## config.mk

```make
export PLATFORM = sky130hd
export DESIGN_NAME = mux_arb_n_1_flat
export DESIGN_NICKNAME = d
export VERILOG_FILES = /design/src/rtl/mux_arb_n_1_if.sv /design/src/rtl/mux_arb_n_1.sv /design/src/flat_wrapper.sv
export SDC_FILE = /design/constraint.sdc
export NUM_CORES = 1
export LEC_CHECK = 0
export CAP_MARGIN = 20
export CORE_UTILIZATION = 35
export DETAILED_ROUTE_END_ITERATION = 10
export PLACE_DENSITY = 0.91
export SLEW_MARGIN = 10
export SYNTH_ARGS = -nofsm -noshare
export SYNTH_HDL_FRONTEND = slang
export SYNTH_SLANG_ARGS = --single-unit
```

## constraint.sdc

```tcl
create_clock -name clk -period 2.9 [get_ports clk]
set_clock_uncertainty 0.05 [all_clocks]
set_input_delay 0.435 -clock clk [delete_from_list [all_inputs] [get_ports clk]]
set_output_delay 0.435 -clock clk [all_outputs]
set_load 0.01 [all_outputs]
```

## src/rtl/mux_arb_n_1_if.sv

```systemverilog
// mux_arb_n_1_if: source-channel and output-slot signals of the N:1 arbitrating mux.
//   in_valid/in_data/in_last : producer request, payload and end-of-packet per channel
//   in_ready                 : per-channel grant (one-hot or zero)
//   out_valid/out_data/out_sel/out_last : registered output slot
//   out_ready                : consumer accept
// master = producers and consumer around the mux, slave = the mux itself.
interface mux_arb_n_1_if #(
  parameter int unsigned WORD_SIZE  = 5,
  parameter int unsigned NUM_INPUTS = 4
);
  localparam int unsigned SEL_W = $clog2(NUM_INPUTS);

  logic [NUM_INPUTS-1:0]           in_valid;
  logic [NUM_INPUTS*WORD_SIZE-1:0] in_data;
  logic [NUM_INPUTS-1:0]           in_last;
  logic [NUM_INPUTS-1:0]           in_ready;
  logic                            out_valid;
  logic [WORD_SIZE-1:0]            out_data;
  logic [SEL_W-1:0]                out_sel;
  logic                            out_last;
  logic                            out_ready;

  modport master (
    output in_valid, in_data, in_last, out_ready,
    input  in_ready, out_valid, out_data, out_sel, out_last
  );

  modport slave (
    input  in_valid, in_data, in_last, out_ready,
    output in_ready, out_valid, out_data, out_sel, out_last
  );
endinterface

```

## src/rtl/mux_arb_n_1.sv

```systemverilog
// mux_arb_n_1: registered N:1 arbitrating multiplexer with a one-entry output slot.
//   clk, rst_n : clock (rising edge), asynchronous active-low reset
//   bus        : mux_arb_n_1_if.slave -- channel requests in, registered word out
// ARB_MODE 0 = fixed priority (lowest index), 1 = round-robin.
// PKT_MODE 1 = grant held on one channel from its first beat through its in_last beat.
module mux_arb_n_1 #(
  parameter int unsigned WORD_SIZE  = 5,
  parameter int unsigned NUM_INPUTS = 4,
  parameter int unsigned ARB_MODE   = 0,
  parameter int unsigned PKT_MODE   = 0
) (
  input  logic          clk,
  input  logic          rst_n,
  mux_arb_n_1_if.slave  bus
);
  localparam int unsigned SEL_W = $clog2(NUM_INPUTS);
  localparam int unsigned IDX_W = SEL_W + 1;

  logic                  out_valid_q, out_valid_d;
  logic [WORD_SIZE-1:0]  out_data_q,  out_data_d;
  logic [SEL_W-1:0]      out_sel_q,   out_sel_d;
  logic                  out_last_q,  out_last_d;
  logic [SEL_W-1:0]      rr_ptr_q,    rr_ptr_d;
  logic                  lock_q,      lock_d;
  logic [SEL_W-1:0]      lock_ch_q,   lock_ch_d;

  logic                  slot_free_c;
  logic [NUM_INPUTS-1:0] req_c;
  logic [IDX_W-1:0]      idx_c;
  logic [SEL_W-1:0]      grant_c;
  logic                  grant_vld_c;
  logic [WORD_SIZE-1:0]  sel_word_c;
  logic                  sel_last_c;

  // Arbitration: restrict requests to the locked channel, then search from 0 or rr_ptr.
  always_comb begin
    slot_free_c = !out_valid_q || bus.out_ready;
    req_c       = bus.in_valid;
    if ((PKT_MODE != 0) && lock_q) begin
      req_c = bus.in_valid & (NUM_INPUTS'(1) << lock_ch_q);
    end
    grant_c     = '0;
    grant_vld_c = 1'b0;
    idx_c       = '0;
    for (int unsigned k = 0; k < NUM_INPUTS; k++) begin
      idx_c = (ARB_MODE != 0) ? IDX_W'(rr_ptr_q) + IDX_W'(k) : IDX_W'(k);
      if (idx_c >= IDX_W'(NUM_INPUTS)) begin
        idx_c = idx_c - IDX_W'(NUM_INPUTS);
      end
      if (!grant_vld_c && req_c[SEL_W'(idx_c)]) begin
        grant_vld_c = 1'b1;
        grant_c     = SEL_W'(idx_c);
      end
    end
    // Reset gating keeps in_ready low while rst_n is asserted even though the slot reads free.
    grant_vld_c = grant_vld_c && slot_free_c && rst_n;
  end

  // Payload of the granted channel.
  always_comb begin
    sel_word_c = '0;
    sel_last_c = 1'b0;
    for (int unsigned i = 0; i < NUM_INPUTS; i++) begin
      if (grant_c == SEL_W'(i)) begin
        sel_word_c = bus.in_data[i*WORD_SIZE +: WORD_SIZE];
        sel_last_c = bus.in_last[i];
      end
    end
  end

  // Next state: accept into the slot, or drain it; rr_ptr moves only at packet end.
  always_comb begin
    out_valid_d = out_valid_q;
    out_data_d  = out_data_q;
    out_sel_d   = out_sel_q;
    out_last_d  = out_last_q;
    rr_ptr_d    = rr_ptr_q;
    lock_d      = lock_q;
    lock_ch_d   = lock_ch_q;
    if (grant_vld_c) begin
      out_valid_d = 1'b1;
      out_data_d  = sel_word_c;
      out_sel_d   = grant_c;
      out_last_d  = (PKT_MODE != 0) && sel_last_c;
      if (PKT_MODE != 0) begin
        lock_d    = !sel_last_c;
        lock_ch_d = grant_c;
      end
      if ((ARB_MODE != 0) && ((PKT_MODE == 0) || sel_last_c)) begin
        rr_ptr_d = (grant_c == SEL_W'(NUM_INPUTS - 1)) ? '0 : grant_c + SEL_W'(1);
      end
    end else if (bus.out_ready) begin
      out_valid_d = 1'b0;
    end
  end

  // State registers.
  always_ff @(posedge clk or negedge rst_n) begin
    if (!rst_n) begin
      out_valid_q <= 1'b0;
      out_data_q  <= '0;
      out_sel_q   <= '0;
      out_last_q  <= 1'b0;
      rr_ptr_q    <= '0;
      lock_q      <= 1'b0;
      lock_ch_q   <= '0;
    end else begin
      out_valid_q <= out_valid_d;
      out_data_q  <= out_data_d;
      out_sel_q   <= out_sel_d;
      out_last_q  <= out_last_d;
      rr_ptr_q    <= rr_ptr_d;
      lock_q      <= lock_d;
      lock_ch_q   <= lock_ch_d;
    end
  end

  assign bus.in_ready  = grant_vld_c ? (NUM_INPUTS'(1) << grant_c) : '0;
  assign bus.out_valid = out_valid_q;
  assign bus.out_data  = out_data_q;
  assign bus.out_sel   = out_sel_q;
  assign bus.out_last  = out_last_q;
endmodule

```

## src/flat_wrapper.sv

```systemverilog
// flat-port wrapper written by rule: the top's interface ports become plain ports
module mux_arb_n_1_flat 
#(
  parameter int unsigned WORD_SIZE  = 5,
  parameter int unsigned NUM_INPUTS = 4,
  parameter int unsigned ARB_MODE   = 0,
  parameter int unsigned PKT_MODE   = 0
)
  (clk, rst_n, bus_in_valid, bus_in_data, bus_in_last, bus_out_ready, bus_in_ready, bus_out_valid, bus_out_data, bus_out_sel, bus_out_last);
  mux_arb_n_1_if #(.WORD_SIZE(WORD_SIZE), .NUM_INPUTS(NUM_INPUTS)) bus_i ();
  input  logic clk;
  input  logic rst_n;
  input wire logic [$bits(bus_i.in_valid)-1:0] bus_in_valid;
  input wire logic [$bits(bus_i.in_data)-1:0] bus_in_data;
  input wire logic [$bits(bus_i.in_last)-1:0] bus_in_last;
  input wire logic [$bits(bus_i.out_ready)-1:0] bus_out_ready;
  output wire logic [$bits(bus_i.in_ready)-1:0] bus_in_ready;
  output wire logic [$bits(bus_i.out_valid)-1:0] bus_out_valid;
  output wire logic [$bits(bus_i.out_data)-1:0] bus_out_data;
  output wire logic [$bits(bus_i.out_sel)-1:0] bus_out_sel;
  output wire logic [$bits(bus_i.out_last)-1:0] bus_out_last;
  assign bus_i.in_valid = bus_in_valid;
  assign bus_i.in_data = bus_in_data;
  assign bus_i.in_last = bus_in_last;
  assign bus_i.out_ready = bus_out_ready;
  assign bus_in_ready = bus_i.in_ready;
  assign bus_out_valid = bus_i.out_valid;
  assign bus_out_data = bus_i.out_data;
  assign bus_out_sel = bus_i.out_sel;
  assign bus_out_last = bus_i.out_last;
  mux_arb_n_1 #(.WORD_SIZE(WORD_SIZE), .NUM_INPUTS(NUM_INPUTS), .ARB_MODE(ARB_MODE), .PKT_MODE(PKT_MODE)) u_core (.clk(clk), .rst_n(rst_n), .bus(bus_i));
endmodule
```

==> flow_results.xml, run 1 <==
<?xml version="1.0" encoding="UTF-8"?>
<metrics>
  <group name="sta">
    <metric name="slew_violations" unit="">0</metric>
    <metric name="hold_ws" unit="ps">455.9</metric>
    <metric name="final.setup.tns" unit="ps">0</metric>
    <metric name="timing.final.crit_share" unit="%">94.38</metric>
    <metric name="final-hold-violation-count" unit="">0</metric>
    <metric name="finalCriticalPeriod" unit="ps">2737</metric>
    <metric name="grt_setup_unrepaired" unit="">false</metric>
    <metric name="achievable_freq" unit="MHz">365.4</metric>
    <metric name="timing.final.setup_violations" unit="">0</metric>
    <metric name="postLayoutSetupSlackWorst" unit="ps">163.0</metric>
  </group>
  <group name="global_routing">
    <metric name="antenna_found_initial" unit="">0</metric>
    <metric name="gr-total-overflow" unit="">0</metric>
    <metric name="grt_pass1_vias" unit="">657</metric>
    <metric name="grt_usage" unit="%">21.23</metric>
    <metric name="maximum_number_of_pins_on_one_net_before_global_route_repair" unit="">12</metric>
    <metric name="first_pass_grt_wire_length" unit="µm">2918</metric>
  </group>
  <group name="min_path">
    <metric name="timing.hold.worst.start" unit="">u_core.bus.out_data[4]</metric>
    <metric name="whs_endpoint" unit="">u_core.bus.out_data[4]</metric>
    <metric name="holdCritPathClass" unit="">register to register</metric>
    <metric name="hold_depth" unit="">2</metric>
  </group>
  <group name="layout">
    <metric name="layout.cells.most_common_list" unit="">clkdlybuf4s50_1 (38), nor2_1 (8), nand2b_1 (8), dfrtp_1 (8), nand2_1 (7)</metric>
    <metric name="layout_commonest_cell" unit="">clkdlybuf4s50_1</metric>
    <metric name="fin_area" unit="µm²">1010</metric>
    <metric name="finalCoreUtilization" unit="%">65.50</metric>
    <metric name="synthToLayoutAreaGrowth" unit="%">72.07</metric>
    <metric name="layout.nets" unit="">145</metric>
    <metric name="antenna_cells" unit="">0</metric>
    <metric name="layout_cell_share_with_drive_strength_beyond_1" unit="%">10.71</metric>
  </group>
  <group name="clock_network">
    <metric name="cts_tree" unit="">built</metric>
    <metric name="holdBufCountCts" unit="">0</metric>
    <metric name="clock_sink_count" unit="">8</metric>
    <metric name="post_cts_gate_resize_count" unit="">0</metric>
    <metric name="cts_made_buffers" unit="">3</metric>
    <metric name="clock_tree.htree_level_count" unit="">1</metric>
    <metric name="cts_root_buf" unit="">clkbuf_4</metric>
    <metric name="clk_latency" unit="ps">260</metric>
    <metric name="path_clk_slew" unit="ps">60</metric>
    <metric name="clk_path_buf_depth" unit="">2</metric>
    <metric name="cts_post_setup_buffers_inserted" unit="">0</metric>
  </group>
  <group name="outcome">
    <metric name="status" unit="">finished, final reports clean</metric>
  </group>
  <group name="floorplan">
    <metric name="floorplan.rows" unit="">14</metric>
    <metric name="fp.dieArea" unit="µm²">1844</metric>
    <metric name="die_h" unit="µm">42.95</metric>
    <metric name="design.portCount" unit="">44</metric>
    <metric name="start_util" unit="%">38.07</metric>
    <metric name="dieWidth" unit="µm">42.95</metric>
    <metric name="design.core.area" unit="µm²">1541</metric>
  </group>
  <group name="placed_design">
    <metric name="post-dp-hpwl" unit="µm">1496</metric>
    <metric name="weighted_congestion_at_the_end_of_routability_driven_global_placement" unit="">0.8022</metric>
    <metric name="port_buffers" unit="">38</metric>
    <metric name="place_area" unit="µm²">987.2</metric>
    <metric name="place_ws" unit="ps">160.2</metric>
  </group>
  <group name="detailed_routing">
    <metric name="postRouteWirelength" unit="µm">1857</metric>
    <metric name="ant_nets" unit="">0</metric>
    <metric name="num_vias" unit="">754</metric>
    <metric name="first_drt_iteration_drcs" unit="">42</metric>
    <metric name="remaining_drc_errors" unit="">0</metric>
    <metric name="vias_per_cell" unit="">5.891</metric>
    <metric name="detail_route.first_pass.iterations" unit="">5</metric>
    <metric name="avgRoutedWirePerCell" unit="µm">14.51</metric>
  </group>
  <group name="setup_path">
    <metric name="worstPathMaxFanout" unit="">8</metric>
    <metric name="crit_arrival" unit="ps">2250</metric>
    <metric name="worstReg2RegStart" unit="">u_core.bus.out_valid</metric>
    <metric name="regToRegEndpoint" unit="">u_core.bus.out_data[1]</metric>
    <metric name="critical_path_required" unit="ps">2410</metric>
    <metric name="kind_of_critical_path" unit="">input port to output pin</metric>
    <metric name="register_to_register_path_depth" unit="">3</metric>
    <metric name="cp-start-kind" unit="">input port</metric>
    <metric name="endpoint_kind" unit="">output pin</metric>
    <metric name="r2r_slack" unit="ps">1470</metric>
  </group>
  <group name="logic_synthesis">
    <metric name="synth.cell_area" unit="µm²">586.8</metric>
    <metric name="synth_warnings" unit="">0</metric>
    <metric name="ys_seq_area_share" unit="%">34.12</metric>
    <metric name="synth.net_count" unit="">102</metric>
    <metric name="ys_seq_elements" unit="">8</metric>
    <metric name="netlist-cell-type-count" unit="">24</metric>
    <metric name="gate_count_after_technology_mapping" unit="">71</metric>
    <metric name="synth_area_per_cell" unit="µm²">8.265</metric>
  </group>
  <group name="power">
    <metric name="vdd.ir_drop.worst" unit="V">0.0002037</metric>
    <metric name="cellPowerDensity" unit="nW/µm²">376.6</metric>
    <metric name="leakage" unit="nW">0.3935</metric>
  </group>
  <group name="job">
    <metric name="timing.max_cap.violations" unit="">0</metric>
  </group>
</metrics>
[cell usage after synthesis]
library cell / n / area [µm²]
a21oi_1: 5 / 25.02
or3_1: 1 / 6.260
conb_1: 1 / 3.750
nor2_1: 8 / 30.03
o21ai_0: 1 / 5.000
a221oi_1: 5 / 43.79
nor4_2: 1 / 12.51
dfrtp_1: 8 / 200.2
o21ai_1: 2 / 10.01
nand3_1: 5 / 25.02
nand2_1: 7 / 26.28
nor3_2: 2 / 20.02
o311ai_1: 5 / 43.79
or3_4: 1 / 11.26
and2_0: 1 / 6.260
and2_1: 1 / 6.260
buf_6: 1 / 11.26
clkbuf_1: 1 / 3.750
and3_1: 1 / 6.260
o22a_1: 1 / 8.760
nand2b_1: 8 / 50.05
inv_2: 1 / 3.750
nor2b_1: 2 / 12.51
buf_4: 2 / 15.01
[flip-flops by register name, indices dropped and copies added, names as in the netlist]
name and cells:
u_core.bus.out_valid 1, u_core.bus.out_sel 2, u_core.bus.out_data 5
[worst max-delay path by stage]
stage	startpoint	end	slack, ps
floorplan	bus_in_valid[1]	bus_in_ready[2]	1130
global placement	bus_in_valid[3]	bus_in_ready[3]	220
detailed placement	bus_in_valid[3]	bus_in_ready[3]	160
CTS	bus_in_valid[3]	bus_in_ready[3]	170
global route	bus_in_valid[3]	bus_in_ready[3]	60
finish	bus_in_valid[3]	bus_in_ready[3]	160
[worst max-delay path, stage by stage]
cell and delay (ps):
clkdlybuf4s50_1 590, nor4_2 110, nor3_2 370, and2_1 210, clkdlybuf4s50_1 530
[stage by stage]
stage,power [mW],cells
2_1_floorplan,0.2012,71
3_3_place_gp,0.2886,125
3_5_place_dp,0.2928,125
4_1_cts,0.3817,128
5_1_grt,0.3989,128
6_report,0.3802,128
[logic make-up (layout without fill, tap and decap cells)]
kind of cell | count (synthesis) | in the layout | synth area share [%]
flip-flops | 8 | 8 | 34.11
AO/OA/AOI/OAI | 19 | 19 | 23.24
AND/OR/NAND/NOR | 38 | 38 | 36.25
buffers and inverters | 5 | 46 | 5.755
other | 1 | 1 | 0.6390
[where the power goes]
group	switching (mW)	internal, mW
Clock	0.0413	0.0476
Combinational	0.0608	0.0909
Sequential	0.0101	0.130
[final cells by class]
type                    count  area, µm²
fillers                   124      531.8
repair buffers             42      410.4
multi-input cells          58      352.8
flip-flops and latches      8      200.2
clock buffers               3      22.52
well taps                  16      20.02
inverters                   1      3.754
[routing by layer]
layer | up-vias | track usage, % | part of all wire (%)
met5 | - | 0 | 0
met4 | 0 | 12.73 | 3.3
met3 | 9 | 5.106 | 11
met2 | 61 | 33.03 | 48
met1 | 339 | 26.32 | 37
li1 | 345 | - | -
Note: power is estimated with default switching activity, not from simulation.
==> run 2, diff against run 1 <==
--- a/config.mk
+++ b/config.mk
@@ -5,10 +5,13 @@
 export SDC_FILE = /design/constraint.sdc
 export NUM_CORES = 1
 export LEC_CHECK = 0
+export ABC_CLOCK_PERIOD_IN_PS = 2900
 export CAP_MARGIN = 20
-export CORE_UTILIZATION = 35
+export CORE_UTILIZATION = 37
+export CTS_BUF_LIST = sky130_fd_sc_hd__clkbuf_8
 export DETAILED_ROUTE_END_ITERATION = 10
-export PLACE_DENSITY = 0.91
+export PLACE_DENSITY = 0.95
+export RECOVER_POWER = 25
 export SLEW_MARGIN = 10
 export SYNTH_ARGS = -nofsm -noshare
 export SYNTH_HDL_FRONTEND = slang
==> flow_results.xml, run 2 (synthesis results as in run 1) <==
<?xml version="1.0" encoding="UTF-8"?>
<metrics>
  <group name="setup_path">
    <metric name="critical_path_cell_sequence" unit="">clkdlybuf4s50_1 &gt; nor4_2 &gt; or3_1 &gt; nor2_1 &gt; clkdlybuf4s50_1</metric>
    <metric name="path_common_cell" unit="">clkdlybuf4s50_1</metric>
    <metric name="worstReg2RegStart" unit="">u_core.bus.out_valid</metric>
    <metric name="kind_of_critical_path" unit="">input port to output pin</metric>
    <metric name="endpoint_kind" unit="">output pin</metric>
    <metric name="crit_arrival" unit="ps">2240</metric>
    <metric name="cp-start-kind" unit="">input port</metric>
    <metric name="r2r_slack" unit="ps">1420</metric>
    <metric name="crit_path_top_delay_cell" unit="">clkdlybuf4s50_1</metric>
    <metric name="register_to_register_path_depth" unit="">3</metric>
    <metric name="regToRegEndpoint" unit="">u_core.bus.out_data[2]</metric>
    <metric name="cp_slowest_stage_delay" unit="ps">510</metric>
    <metric name="worstPathMaxFanout" unit="">7</metric>
    <metric name="critical_path_required" unit="ps">2410</metric>
  </group>
  <group name="sta">
    <metric name="final-hold-violation-count" unit="">0</metric>
    <metric name="finalCriticalPeriod" unit="ps">2724</metric>
    <metric name="slew_violations" unit="">0</metric>
    <metric name="grt_setup_unrepaired" unit="">false</metric>
    <metric name="achievable_freq" unit="MHz">367.1</metric>
    <metric name="timing.final.setup_violations" unit="">0</metric>
    <metric name="timing.final.crit_share" unit="%">93.94</metric>
    <metric name="final.setup.tns" unit="ps">0</metric>
  </group>
  <group name="detailed_routing">
    <metric name="detail_route.first_pass.iterations" unit="">4</metric>
    <metric name="postRouteWirelength" unit="µm">1954</metric>
    <metric name="vias_per_cell" unit="">5.791</metric>
    <metric name="num_vias" unit="">747</metric>
    <metric name="first_drt_iteration_drcs" unit="">16</metric>
    <metric name="remaining_drc_errors" unit="">0</metric>
    <metric name="avgRoutedWirePerCell" unit="µm">15.15</metric>
    <metric name="ant_nets" unit="">0</metric>
  </group>
  <group name="clock_network">
    <metric name="clock_sink_count" unit="">8</metric>
    <metric name="clock_tree.htree_level_count" unit="">1</metric>
    <metric name="path_clk_slew" unit="ps">40</metric>
    <metric name="cts_root_buf" unit="">clkbuf_8</metric>
    <metric name="clk_latency" unit="ps">230</metric>
    <metric name="cts_made_buffers" unit="">3</metric>
    <metric name="cts_tree" unit="">built</metric>
    <metric name="clk_path_buf_depth" unit="">2</metric>
    <metric name="cts_post_setup_buffers_inserted" unit="">0</metric>
    <metric name="holdBufCountCts" unit="">0</metric>
    <metric name="post_cts_gate_resize_count" unit="">0</metric>
  </group>
  <group name="power">
    <metric name="post-layout-total-power" unit="mW">0.4308</metric>
    <metric name="vdd.ir_drop.worst" unit="V">0.0002118</metric>
    <metric name="cellPowerDensity" unit="nW/µm²">415.8</metric>
    <metric name="leakage" unit="nW">0.4066</metric>
  </group>
  <group name="layout">
    <metric name="synthToLayoutAreaGrowth" unit="%">76.55</metric>
    <metric name="layout.cells.most_common_list" unit="">clkdlybuf4s50_1 (37), nor2_1 (8), nand2b_1 (8), dfrtp_1 (8), nand2_1 (7)</metric>
    <metric name="layout_cell_share_with_drive_strength_beyond_1" unit="%">11.50</metric>
    <metric name="fin_area" unit="µm²">1036</metric>
    <metric name="layout_commonest_cell" unit="">clkdlybuf4s50_1</metric>
    <metric name="layout.nets" unit="">146</metric>
    <metric name="largest_register_ff_count" unit="">5</metric>
    <metric name="antenna_cells" unit="">0</metric>
  </group>
  <group name="min_path">
    <metric name="whs_endpoint" unit="">u_core.bus.out_data[1]</metric>
    <metric name="hold_depth" unit="">2</metric>
    <metric name="holdCritPathClass" unit="">register to register</metric>
    <metric name="timing.hold.worst.start" unit="">u_core.bus.out_data[1]</metric>
  </group>
  <group name="global_routing">
    <metric name="grt_pass1_vias" unit="">703</metric>
    <metric name="grt_usage" unit="%">24.27</metric>
    <metric name="gr-total-overflow" unit="">0</metric>
    <metric name="maximum_number_of_pins_on_one_net_before_global_route_repair" unit="">12</metric>
    <metric name="first_pass_grt_wire_length" unit="µm">3222</metric>
    <metric name="antenna_found_initial" unit="">0</metric>
  </group>
  <group name="placed_design">
    <metric name="port_buffers" unit="">38</metric>
    <metric name="post-dp-hpwl" unit="µm">1493</metric>
    <metric name="place_area" unit="µm²">994.7</metric>
    <metric name="weighted_congestion_at_the_end_of_routability_driven_global_placement" unit="">0.8093</metric>
  </group>
  <group name="floorplan">
    <metric name="floorplan.rows" unit="">14</metric>
    <metric name="start_util" unit="%">39.41</metric>
    <metric name="die_h" unit="µm">41.83</metric>
    <metric name="dieWidth" unit="µm">41.83</metric>
    <metric name="design.portCount" unit="">44</metric>
    <metric name="fp.dieArea" unit="µm²">1749</metric>
    <metric name="design.core.area" unit="µm²">1489</metric>
  </group>
  <group name="job">
    <metric name="timing.max_cap.violations" unit="">0</metric>
  </group>
  <group name="outcome">
    <metric name="status" unit="">finished, final reports clean</metric>
  </group>
</metrics>
==> run 2: cell count changes in the layout (fill, tap and decap cells not counted), sizes merged <==
cell / before / now
buf: 4 / 5
clkdlybuf4s50: 38 / 37
dlygate4sd3: 0 / 1
==> run 2: worst max-delay path, delay by kind of cell <==
family | cells | cell delay (ps)
simple gates | 3 | 810
buf+inv | 2 | 990
==> run 2: worst max path at each step <==
stage	slack, ps	start	to
2_1_floorplan	1130	bus_in_valid[1]	bus_in_ready[2]
6_report	180	bus_in_valid[3]	bus_in_ready[2]
4_1_cts	180	bus_in_valid[2]	bus_in_ready[2]
3_3_place_gp	220	bus_in_valid[3]	bus_in_ready[2]
5_1_grt	100	bus_in_valid[3]	bus_in_ready[2]
3_5_place_dp	210	bus_in_valid[3]	bus_in_ready[2]
==> run 2: metal layers <==
metal | up-vias | track usage, % | share of wire, %
met5 | - | 0 | 0
met4 | 0 | 11.61 | 2.1
met3 | 5 | 2.174 | 7.0
met2 | 45 | 43.13 | 49
met1 | 351 | 29.04 | 41
li1 | 346 | - | -
==> run 2: per-stage QoR <==
| step | cells | util [%] | hold slack (ps) | setup slack (ps) |
|---|---|---|---|---|
| after floorplan | 71 | - | 89.41 | 1133 |
| after global placement | 126 | 66.81 | 431.4 | 217.3 |
| after detailed placement | 126 | 66.81 | 444.1 | 209.5 |
| after CTS | 129 | 69.58 | 452.8 | 175.4 |
| after global routing | 129 | 69.58 | 470.0 | 101.9 |
| final | 129 | 69.58 | 451.3 | 175.7 |
==> run 2: power breakdown <==
part / switching [mW] / internal [mW]
logic: 0.0628 / 0.0919
registers: 0.0102 / 0.130
clock network: 0.0457 / 0.0901
==> run 2: final cells by class <==
class                      count  area, µm²
clock buffer                   3      41.29
fill                         125      452.9
inverter                       1      3.754
multi-input combinational     58      352.8
sequential                     8      200.2
tap                           16      20.02
timing repair buffer          43      417.9
==> run 3, diff against run 2 <==
--- a/config.mk
+++ b/config.mk
@@ -9,6 +9,7 @@
 export CAP_MARGIN = 20
 export CORE_UTILIZATION = 37
 export CTS_BUF_LIST = sky130_fd_sc_hd__clkbuf_8
+export CTS_CLUSTER_SIZE = 8
 export DETAILED_ROUTE_END_ITERATION = 10
 export PLACE_DENSITY = 0.95
 export RECOVER_POWER = 25
==> results of run 3 <==
Final layout, timing and power as in run 2 (identical DEF).
